File: config.mk
export PLATFORM = sky130hd
export DESIGN_NAME = traffic_light_monitor
export DESIGN_NICKNAME = d
export VERILOG_FILES = /design/src/rtl/traffic_pkg.sv /design/src/rtl/traffic_light_decoder.sv /design/src/rtl/traffic_light_monitor.sv
export SDC_FILE = /design/constraint.sdc
export NUM_CORES = 1
export LEC_CHECK = 0
export CAP_MARGIN = 10
export CORE_ASPECT_RATIO = 0.75
export CORE_UTILIZATION = 50
export DETAILED_ROUTE_END_ITERATION = 8
export PLACE_DENSITY_LB_ADDON = 0.25
export SYNTH_ARGS = -nofsm -noshare
export SYNTH_HDL_FRONTEND = slang
export SYNTH_SLANG_ARGS = --single-unit
File: constraint.sdc
create_clock -name clk -period 3.15 [get_ports clk]
set_clock_uncertainty 0.2 [all_clocks]
set_input_delay 0.63 -clock clk [delete_from_list [all_inputs] [get_ports clk]]
set_output_delay 0.63 -clock clk [all_outputs]
set_load 0.02 [all_outputs]
File: src/rtl/traffic_pkg.sv
`default_nettype none
// ============================================================================
// Module      : traffic_pkg
// Description : Shared light encodings, phase codes, monitor state type and
//               default dwell for the traffic light controller and monitor.
// Revision    : 1.0 - initial release
// ============================================================================
package traffic_pkg;

    localparam logic [2:0] LIGHT_RED    = 3'b100;
    localparam logic [2:0] LIGHT_YELLOW = 3'b010;
    localparam logic [2:0] LIGHT_GREEN  = 3'b001;

    localparam logic [1:0] PH_RED    = 2'b00;
    localparam logic [1:0] PH_GREEN  = 2'b01;
    localparam logic [1:0] PH_YELLOW = 2'b10;
    localparam logic [1:0] PH_NONE   = 2'b11;

    localparam int unsigned DEFAULT_DWELL = 10;

    typedef enum logic [1:0] {
        ST_IDLE  = 2'd0,
        ST_TRK_R = 2'd1,
        ST_TRK_G = 2'd2,
        ST_TRK_Y = 2'd3
    } mon_state_e;

    // Tracking state matching a legal phase code.
    function automatic mon_state_e phase_to_state(input logic [1:0] ph);
        case (ph)
            PH_RED:    phase_to_state = ST_TRK_R;
            PH_GREEN:  phase_to_state = ST_TRK_G;
            PH_YELLOW: phase_to_state = ST_TRK_Y;
            default:   phase_to_state = ST_IDLE;
        endcase
    endfunction

    // Phase code currently tracked by a state (PH_NONE when idle).
    function automatic logic [1:0] state_to_phase(input mon_state_e st);
        case (st)
            ST_TRK_R: state_to_phase = PH_RED;
            ST_TRK_G: state_to_phase = PH_GREEN;
            ST_TRK_Y: state_to_phase = PH_YELLOW;
            default:  state_to_phase = PH_NONE;
        endcase
    endfunction

endpackage
`default_nettype wire

File: src/rtl/traffic_light_decoder.sv
`default_nettype none
// ============================================================================
// Module      : traffic_light_decoder
// Description : Combinational one-hot light bus to {valid, phase} decoder.
// Revision    : 1.0 - initial release
// ============================================================================
module traffic_light_decoder
    import traffic_pkg::*;
(
    input  logic [2:0] light,
    output logic       valid,
    output logic [1:0] phase
);

    always_comb begin
        valid = 1'b1;
        phase = PH_NONE;
        case (light)
            LIGHT_RED:    phase = PH_RED;
            LIGHT_GREEN:  phase = PH_GREEN;
            LIGHT_YELLOW: phase = PH_YELLOW;
            default:      valid = 1'b0;
        endcase
    end

endmodule
`default_nettype wire

File: src/rtl/traffic_light_monitor.sv
`default_nettype none
// ============================================================================
// Module      : traffic_light_monitor
// Description : Checks light encoding, R->G->Y->R order and per-phase dwell;
//               reports error pulses, a sticky flag and a cycle count.
// Revision    : 1.0 - initial release
// ============================================================================
module traffic_light_monitor
    import traffic_pkg::*;
#(
    parameter int unsigned DWELL = DEFAULT_DWELL,
    parameter int unsigned CNT_W = 8
) (
    input  logic             clk,
    input  logic             rst,
    input  logic [2:0]       light,
    input  logic             clr_err,
    output logic [1:0]       phase,
    output logic             phase_valid,
    output logic             err_encoding,
    output logic             err_sequence,
    output logic             err_dwell,
    output logic             err_sticky,
    output logic [CNT_W-1:0] cycle_count
);

    localparam int unsigned       DW_W      = $clog2(DWELL + 1);
    localparam logic [DW_W-1:0]   DWELL_MAX = DW_W'(DWELL);
    localparam logic [DW_W-1:0]   DWELL_ONE = DW_W'(1);

    logic       dec_valid;
    logic [1:0] dec_phase;

    traffic_light_decoder u_decoder (
        .light (light),
        .valid (dec_valid),
        .phase (dec_phase)
    );

    mon_state_e       state_q, state_d;
    logic [DW_W-1:0]  dwell_q, dwell_d;
    logic             overrun_q, overrun_d;
    logic             first_q, first_d;
    logic [1:0]       phase_q, phase_d;
    logic             phase_valid_q, phase_valid_d;
    logic             err_encoding_q, err_encoding_d;
    logic             err_sequence_q, err_sequence_d;
    logic             err_dwell_q, err_dwell_d;
    logic             err_sticky_q, err_sticky_d;
    logic [CNT_W-1:0] cycle_count_q, cycle_count_d;

    logic [1:0] cur_phase;
    logic       succ_legal;

    assign cur_phase = state_to_phase(state_q);

    always_comb begin
        succ_legal = 1'b0;
        case (cur_phase)
            PH_RED:    succ_legal = (dec_phase == PH_GREEN);
            PH_GREEN:  succ_legal = (dec_phase == PH_YELLOW);
            PH_YELLOW: succ_legal = (dec_phase == PH_RED);
            default:   succ_legal = 1'b0;
        endcase
    end

    always_comb begin
        state_d        = state_q;
        dwell_d        = dwell_q;
        overrun_d      = overrun_q;
        first_d        = first_q;
        phase_d        = dec_phase;
        phase_valid_d  = dec_valid;
        err_encoding_d = 1'b0;
        err_sequence_d = 1'b0;
        err_dwell_d    = 1'b0;
        cycle_count_d  = cycle_count_q;

        if (!dec_valid) begin
            err_encoding_d = 1'b1;
            phase_d        = PH_NONE;
            state_d        = ST_IDLE;
            dwell_d        = '0;
            overrun_d      = 1'b0;
            first_d        = 1'b0;
        end else if (state_q == ST_IDLE) begin
            // Entry phase is partial: it is never dwell-checked at its end.
            state_d   = phase_to_state(dec_phase);
            dwell_d   = DWELL_ONE;
            overrun_d = 1'b0;
            first_d   = 1'b1;
        end else if (dec_phase == cur_phase) begin
            if (dwell_q == DWELL_MAX) begin
                if (!overrun_q) begin
                    err_dwell_d = 1'b1;
                    overrun_d   = 1'b1;
                end
            end else begin
                dwell_d = dwell_q + DWELL_ONE;
            end
        end else begin
            err_sequence_d = !succ_legal;
            err_dwell_d    = !first_q && !overrun_q && (dwell_q != DWELL_MAX);
            if (succ_legal && (dec_phase == PH_RED)) begin
                cycle_count_d = cycle_count_q + 1'b1;
            end
            state_d   = phase_to_state(dec_phase);
            dwell_d   = DWELL_ONE;
            overrun_d = 1'b0;
            first_d   = 1'b0;
        end

        // A new error on this edge wins over a simultaneous clear.
        err_sticky_d = (err_sticky_q & ~clr_err) |
                       err_encoding_d | err_sequence_d | err_dwell_d;
    end

    always_ff @(posedge clk or posedge rst) begin
        if (rst) begin
            state_q        <= ST_IDLE;
            dwell_q        <= '0;
            overrun_q      <= 1'b0;
            first_q        <= 1'b0;
            phase_q        <= PH_NONE;
            phase_valid_q  <= 1'b0;
            err_encoding_q <= 1'b0;
            err_sequence_q <= 1'b0;
            err_dwell_q    <= 1'b0;
            err_sticky_q   <= 1'b0;
            cycle_count_q  <= '0;
        end else begin
            state_q        <= state_d;
            dwell_q        <= dwell_d;
            overrun_q      <= overrun_d;
            first_q        <= first_d;
            phase_q        <= phase_d;
            phase_valid_q  <= phase_valid_d;
            err_encoding_q <= err_encoding_d;
            err_sequence_q <= err_sequence_d;
            err_dwell_q    <= err_dwell_d;
            err_sticky_q   <= err_sticky_d;
            cycle_count_q  <= cycle_count_d;
        end
    end

    assign phase        = phase_q;
    assign phase_valid  = phase_valid_q;
    assign err_encoding = err_encoding_q;
    assign err_sequence = err_sequence_q;
    assign err_dwell    = err_dwell_q;
    assign err_sticky   = err_sticky_q;
    assign cycle_count  = cycle_count_q;

endmodule
`default_nettype wire
==> results of run 1 <==
==> cell usage after synthesis, drive strengths merged, types with 3 or more instances <==
cell,instances
dfrtp,21
nand2b,3
inv,8
nor3,5
buf,3
nor2,13
nand4,3
nand2,9
nand3,5
xnor2,10
a21oi,4
ha,7
a21o,4
mux2i,3
==> cells in the final DEF (no fill, tap or decap), types with 2 or more instances in the layout <==
cell type and count:
dfrtp_1 21, clkdlybuf4s50_1 20, nor2_1 12, xnor2_1 10
nand2_1 9, inv_1 8, ha_1 7, nand3_1 5
nor3_1 5, buf_4 5, a21o_1 4, nand4_1 3
nand2b_1 3, a21oi_1 3, mux2i_1 3, clkbuf_4 3
nor2b_1 2, o21bai_1 2, or2_2 2, and2_1 2
and3_1 2, dfstp_2 2
==> final timing paths <==
kind	start	to	slack, ps	cells past startpoint
max	light[1]	err_sticky	550	7
min in group asynchronous	rst	cycle_count[0]	570	2
min reg2reg	cycle_count[4]	cycle_count[4]	300	1
min	cycle_count[4]	cycle_count[4]	300	1
max reg2reg	state_q[0]	err_sticky	650	8
max in group asynchronous	rst	dwell_q[2]	1680	2
==> logic make-up after synthesis <==
group                    after synthesis  share of synthesized area, %
multiplexers                           4                          3.13
buffers and inverters                 13                          5.02
flip-flops                            23                          43.8
AND/OR/NAND/NOR                       55                          22.4
adder cells (fa/ha/maj)                8                          7.49
AO/OA/AOI/OAI                         19                          10.9
XOR/XNOR                              11                          7.30
==> final cells by class <==
class | count | share of cell area [%]
repair buffers | 25 | 14.9
flip-flops and latches | 23 | 36.3
clock buffers | 3 | 1.42
well taps | 34 | 2.67
inverters | 8 | 1.89
clock inverters | 1 | 0.314
multi-input cells | 97 | 42.5
==> state kept, by name, indices dropped and copies added (netlist names) <==
name          cells
err_sequence      1
overrun_q         1
cycle_count       8
phase_valid       1
dwell_q           4
state_q           2
first_q           1
err_sticky        1
phase             2
err_dwell         1
err_encoding      1
==> metrics by stage <==
stage | setup slack, ps | hold slack, ps | cells | instance area, um^2
floorplan | 853 | 304 | 133 | 1320
global placement | 288 | 259 | 187 | 1560
detailed placement | 229 | 289 | 187 | 1560
CTS | 572 | 306 | 191 | 1590
global route | 494 | 329 | 191 | 1590
finish | 549 | 296 | 191 | 1590
==> layer usage <==
layer / global-route usage [%] / part of all wire, % / wire [um] / vias up
li1: - / - / - / 504
met2: 32.4 / 46 / 1160 / 16
met1: 29.3 / 49 / 1250 / 491
met4: 4.00 / 0.75 / 19 / 0
met5: 0 / 0 / 0 / -
met3: 6.18 / 3.8 / 96 / 5
==> where the power goes <==
part           leakage [nW]  switching (mW)  total [mW]  internal, mW
Sequential            0.301         0.00642       0.313         0.307
Clock                0.0177          0.0899       0.138        0.0477
Combinational         0.390          0.0677       0.124        0.0562
Total                 0.709           0.164       0.575         0.411
==> metrics, run 1 <==
Clock Root Buffer clkbuf_4; crit path DAT between 2000 and 3000 ps; Die H roughly 46 um; # rows 15; vias in the first global route between 900 and 1000; RSZ-0062 raised after global routing false; Post-Syn Instances about 130; Tcrit/Tclk final ~83%; Area Growth Syn to Fin 20.6%; Yosys top cell area share 39.8%; Critical Path RT around 3200 ps; CORE AREA between 0.002 and 0.0025 mm^2; ys flop type dfrtp_1; total number of vias between 1000 and 1500; area occupied by multi-input gates 676 um^2; CP Cell Sequence clkdlybuf4s50_1, maj3_2, a22o_1, a221oi_2, buf_4, nor3b_1, o311ai_1; share of synthesized flip-flops with an asynchronous set or reset 100%; number of diodes 0; first-pass GRT wire length about 4200 um; Worst Tran Pin Value around 810 ps; hold violation total from the final report 0; VDD IR-drop max roughly 340 uV; Slew HR a little under half; mean post-synth cell area between 9 and 10 um^2; initial antenna violation count 0; GR Overflow Total 0; CP max stage delay ~560 ps; NumNets Final about 170; post-cts sizing count 0; IO Count 21; Post-CTS Setup Bufs 0; cts bufs inserted 3; Synth area leader dfrtp_1; clk slew on worst S/H paths 120 ps; WL/cell 13.2 um; EDFF count, synth 0; Leak 0.709 nW; CTS tree done; Buf/Inv on CP 2; Antenna Nets Post-Route 0; Syn. warnings 0; final-report setup violation count 0; Detailed Routing Iterations Pass 1 4; Port Buffer Count 20; DRC violations left 0; pin count of the biggest net entering global routing 24; drt via density between 5 and 6; Final Core Density between 60% and 70%; routability-driven placement congestion ratio roughly 0.87; # fillers 220; GRT Resource Usage Total 20.9%; worst min path class register to register; CTS HTree Levels 1; fin crit period approximately 2600 ps; Fmax roughly 0.38 GHz; Worst Setup Start Kind input port; die area 0.00285 mm^2; Pins Over Slew Limit 0; Pwr per Cell Area approximately 360 mW/mm^2; ranking of synthesized cells by area dfrtp_1, ha_1, xnor2_1; crit-path leading delay family buffers and inverters; Critical-path top delay cell clkdlybuf4s50_1; Die X between 60 and 70 um; DP Wirelength about 2000 um; status complete, no violations; register area share after synthesis approximately 44%; share of layout cells above drive strength 1 around 13%; Critical Path Sink Type register; Crit Path Class input port to register; number of synthesized register bits 23; Setup TNS Final 0 ps; DRT Wirelength 2530 um; post-synth net total 146; post-synthesis instance area between 0.001 and 0.0015 mm^2; CP max FO 10; CTS Sinks 23; Clock Latency Late Sink about 320 ps; Iteration-0 DRC Markers 43; Max Root-Sink Buffers 2; Register Area ~580 um^2; # hold bufs at CTS 0; max-cap violations 0; initial core utilization approximately 55%; total power 0.575 mW; Synth cell types 46
No activity file was read; power rests on OpenSTA's default activity.
==> inputs of run 2 (changes only) <==
--- a/config.mk
+++ b/config.mk
@@ -7,7 +7,7 @@
 export LEC_CHECK = 0
 export CAP_MARGIN = 10
 export CORE_ASPECT_RATIO = 0.75
-export CORE_UTILIZATION = 50
+export CORE_UTILIZATION = 47
 export DETAILED_ROUTE_END_ITERATION = 8
 export PLACE_DENSITY_LB_ADDON = 0.25
 export SYNTH_ARGS = -nofsm -noshare
==> constraint.sdc (replaced) <==
create_clock -name clk -period 2.2 [get_ports clk]
set_clock_uncertainty 0.2 [all_clocks]
set_input_delay 0.44 -clock clk [delete_from_list [all_inputs] [get_ports clk]]
set_output_delay 0.44 -clock clk [all_outputs]
set_load 0.02 [all_outputs]
==> metrics, run 2 (synthesis gave the netlist of run 1 again) <==
status complete, but fails checks; violated checks negative setup slack; final worst setup slack -23.0 ps (-572 ps); Critical-path top delay cell dfrtp_1; # fillers 202 (-8.2%); VDD IR-drop max 362 uV (+6.3%); Worst Setup Start Kind register; Clock Root Buffer clkbuf_8; DRT Wirelength 3040 um (+20%); max-cap violations 0 (unchanged); Fmax about 0.45 GHz; most frequent cells in the layout buf_4, dfrtp_1, clkdlybuf4s50_1, nor2_1, xnor2_1; Critical Path RT 2150 ps (-1000 ps); Die X 63.2 um (+3.0%); Critical Path Sink Type register; Iteration-0 DRC Markers 49 (+14%); Antenna Nets Post-Route 0 (unchanged); share of layout cells above drive strength 1 27.9% (+15 points); NumNets Final 193 (+13%); Leak 0.836 nW (+18%); P_int 0.683 mW (+66%); Slew HR 65.8% (+20 points); CP max FO 8 (-2); CORE AREA 0.00264 mm^2 (+10%); P_sw 0.257 mW (+57%); initial antenna violation count 0 (unchanged); Net Sw Frac 27.3% (-1.2 points); # rows 16 (+1); CTS Sinks 23 (unchanged); clock share of power 26.8% (+2.9 points); reg2reg setup slack -20 ps (-670 ps); routability-driven placement congestion ratio 0.881 (+1.4%); commonest non-fill, non-tap cell in the layout buf_4; first-pass GRT wire length 4490 um (+7.1%); Clock Latency Late Sink 260 ps (-60 ps); clk slew on worst S/H paths 80 ps (-40 ps); GR Overflow Total 0 (unchanged); sequential power share 47.7% (-6.8 points); pin count of the biggest net entering global routing 24 (unchanged); DP Wirelength 2160 um (+7.0%); RSZ-0062 raised after global routing true; Crit Path Class register to register; Area Growth Syn to Fin 39.8%; Pins Over Slew Limit 0 (unchanged); crit path DAT 2170 ps (-430 ps); number of diodes 0 (unchanged); Detailed Routing Iterations Pass 1 4 (unchanged); initial core utilization 50.0% (-5.0 points); Worst Hold Margin 279 ps (-16.6 ps); CTS tree done; final instance area 0.00185 mm^2 (+16%); Port Buffer Count 20 (unchanged); Combinational Power Share 25.5% (+4.0 points); total number of vias 1147 (+13%); max reg flops 8 (unchanged); fin crit period ~2200 ps; final-report setup violation count 4 (+4); drt via density 5.33 (+0.29%); CP Cell Sequence inv_2, ha_4, and2b_1, a22o_1, a221oi_4, buf_6, nor2_2, o311ai_2; Die H 47.9 um (+3.0%); DRC violations left 0 (unchanged); hold violation total from the final report 0 (unchanged); Max Root-Sink Buffers 2 (unchanged); cts bufs inserted 3 (unchanged); Pwr per Cell Area 509 mW/mm^2 (+41%); CTS HTree Levels 1 (unchanged); IO Count 21 (unchanged); WL/cell 14.1 um (+6.8%); placed inst area 0.00172 mm^2 (+9.9%); Worst Tran Pin Value 508 ps (-303 ps); # hold bufs at CTS 0 (unchanged); CP max stage delay 390 ps (-170 ps); die area 0.00303 mm^2 (+6.1%); Tcrit/Tclk final 101%; GRT Resource Usage Total 19.9% (-0.96 points); vias in the first global route 993 (+8.2%); worst min path class register to register
==> run 2: cell count changes in the layout (fill, tap and decap cells not counted), moves of 3 or more <==
cell and change:
dlygate4sd2_1 +3, clkdlybuf4s50_1 -3, clkbuf_8 +3, buf_4 +20, clkbuf_4 -3
==> run 2: path summary, 6_finish.rpt <==
path / to / cells past startpoint / start
setup / recovery: err_sticky / 8 / state_q[1]
hold / removal: cycle_count[7] / 1 / cycle_count[7]
setup reg to reg: err_sticky / 8 / state_q[1]
hold reg to reg: cycle_count[7] / 1 / cycle_count[7]
max in group asynchronous: phase[0] / 3 / rst
min in group asynchronous: cycle_count[4] / 3 / rst
==> run 2: layout make-up <==
| cell class | instances | area (um^2) | share of cell area, % |
|---|---|---|---|
| Clock buffer | 3 | 41.3 | 2.24 |
| Multi-Input combinational cell | 97 | 746 | 40.4 |
| Inverter | 8 | 30.0 | 1.63 |
| Tap cell | 36 | 45.0 | 2.44 |
| Sequential cell | 23 | 578 | 31.3 |
| Timing Repair Buffer | 47 | 400 | 21.7 |
| Clock inverter | 1 | 5.00 | 0.271 |
==> run 2: power by group through the flow <==
stage	clock network, mW	logic (mW)	registers (mW)
final	0.252	0.240	0.448
after CTS	0.263	0.213	0.448
after global routing	0.283	0.259	0.450
after floorplan	0	0.116	0.468
after global placement	0	0.197	0.455
after detailed placement	0	0.203	0.456
==> run 2: worst max-delay path, delay by kind of cell (launching register included) <==
kind,cells,cell delay (ps)
AOI/OAI and AO/OA,3,850
DFF,1,390
buffers and inverters,2,250
adders and majority gates,1,230
and+or+nand+nor,2,200
==> run 2: per-layer routing <==
layer	track usage, %	part of all wire [%]
met5	0	0
met4	4.55	0.63
met3	4.29	4.7
met2	34.8	48
met1	26.2	46
==> run 2: timing repair <==
action / in CTS / in global routing
setup buffers: 3 / 0
resized for setup: 5 / 8
setup endpoints to repair: 15 / 13
cloned: 1 / 0
pin swaps: 5 / 3
==> run 2: stage by stage <==
step	power (mW)	utilization (%)	setup WS [ps]	setup TNS, ps	std cells
CTS	0.923	67.7	-40.9	-52.1	215
detailed placement	0.659	65.1	-453	-6030	207
global placement	0.653	65.1	-356	-4980	207
finish	0.940	69.8	-23.0	-32.2	215
global route	0.992	69.8	-110	-1090	215
floorplan	0.584	-	54.3	0	133
==> inputs of run 3 (changes only) <==
--- a/config.mk
+++ b/config.mk
@@ -5,7 +5,7 @@
 export SDC_FILE = /design/constraint.sdc
 export NUM_CORES = 1
 export LEC_CHECK = 0
-export CAP_MARGIN = 10
+export CAP_MARGIN = 20
 export CORE_ASPECT_RATIO = 0.75
 export CORE_UTILIZATION = 47
 export DETAILED_ROUTE_END_ITERATION = 8
==> results of run 3 <==
Same layout as run 2: the final DEF is identical, and so are final timing and power.
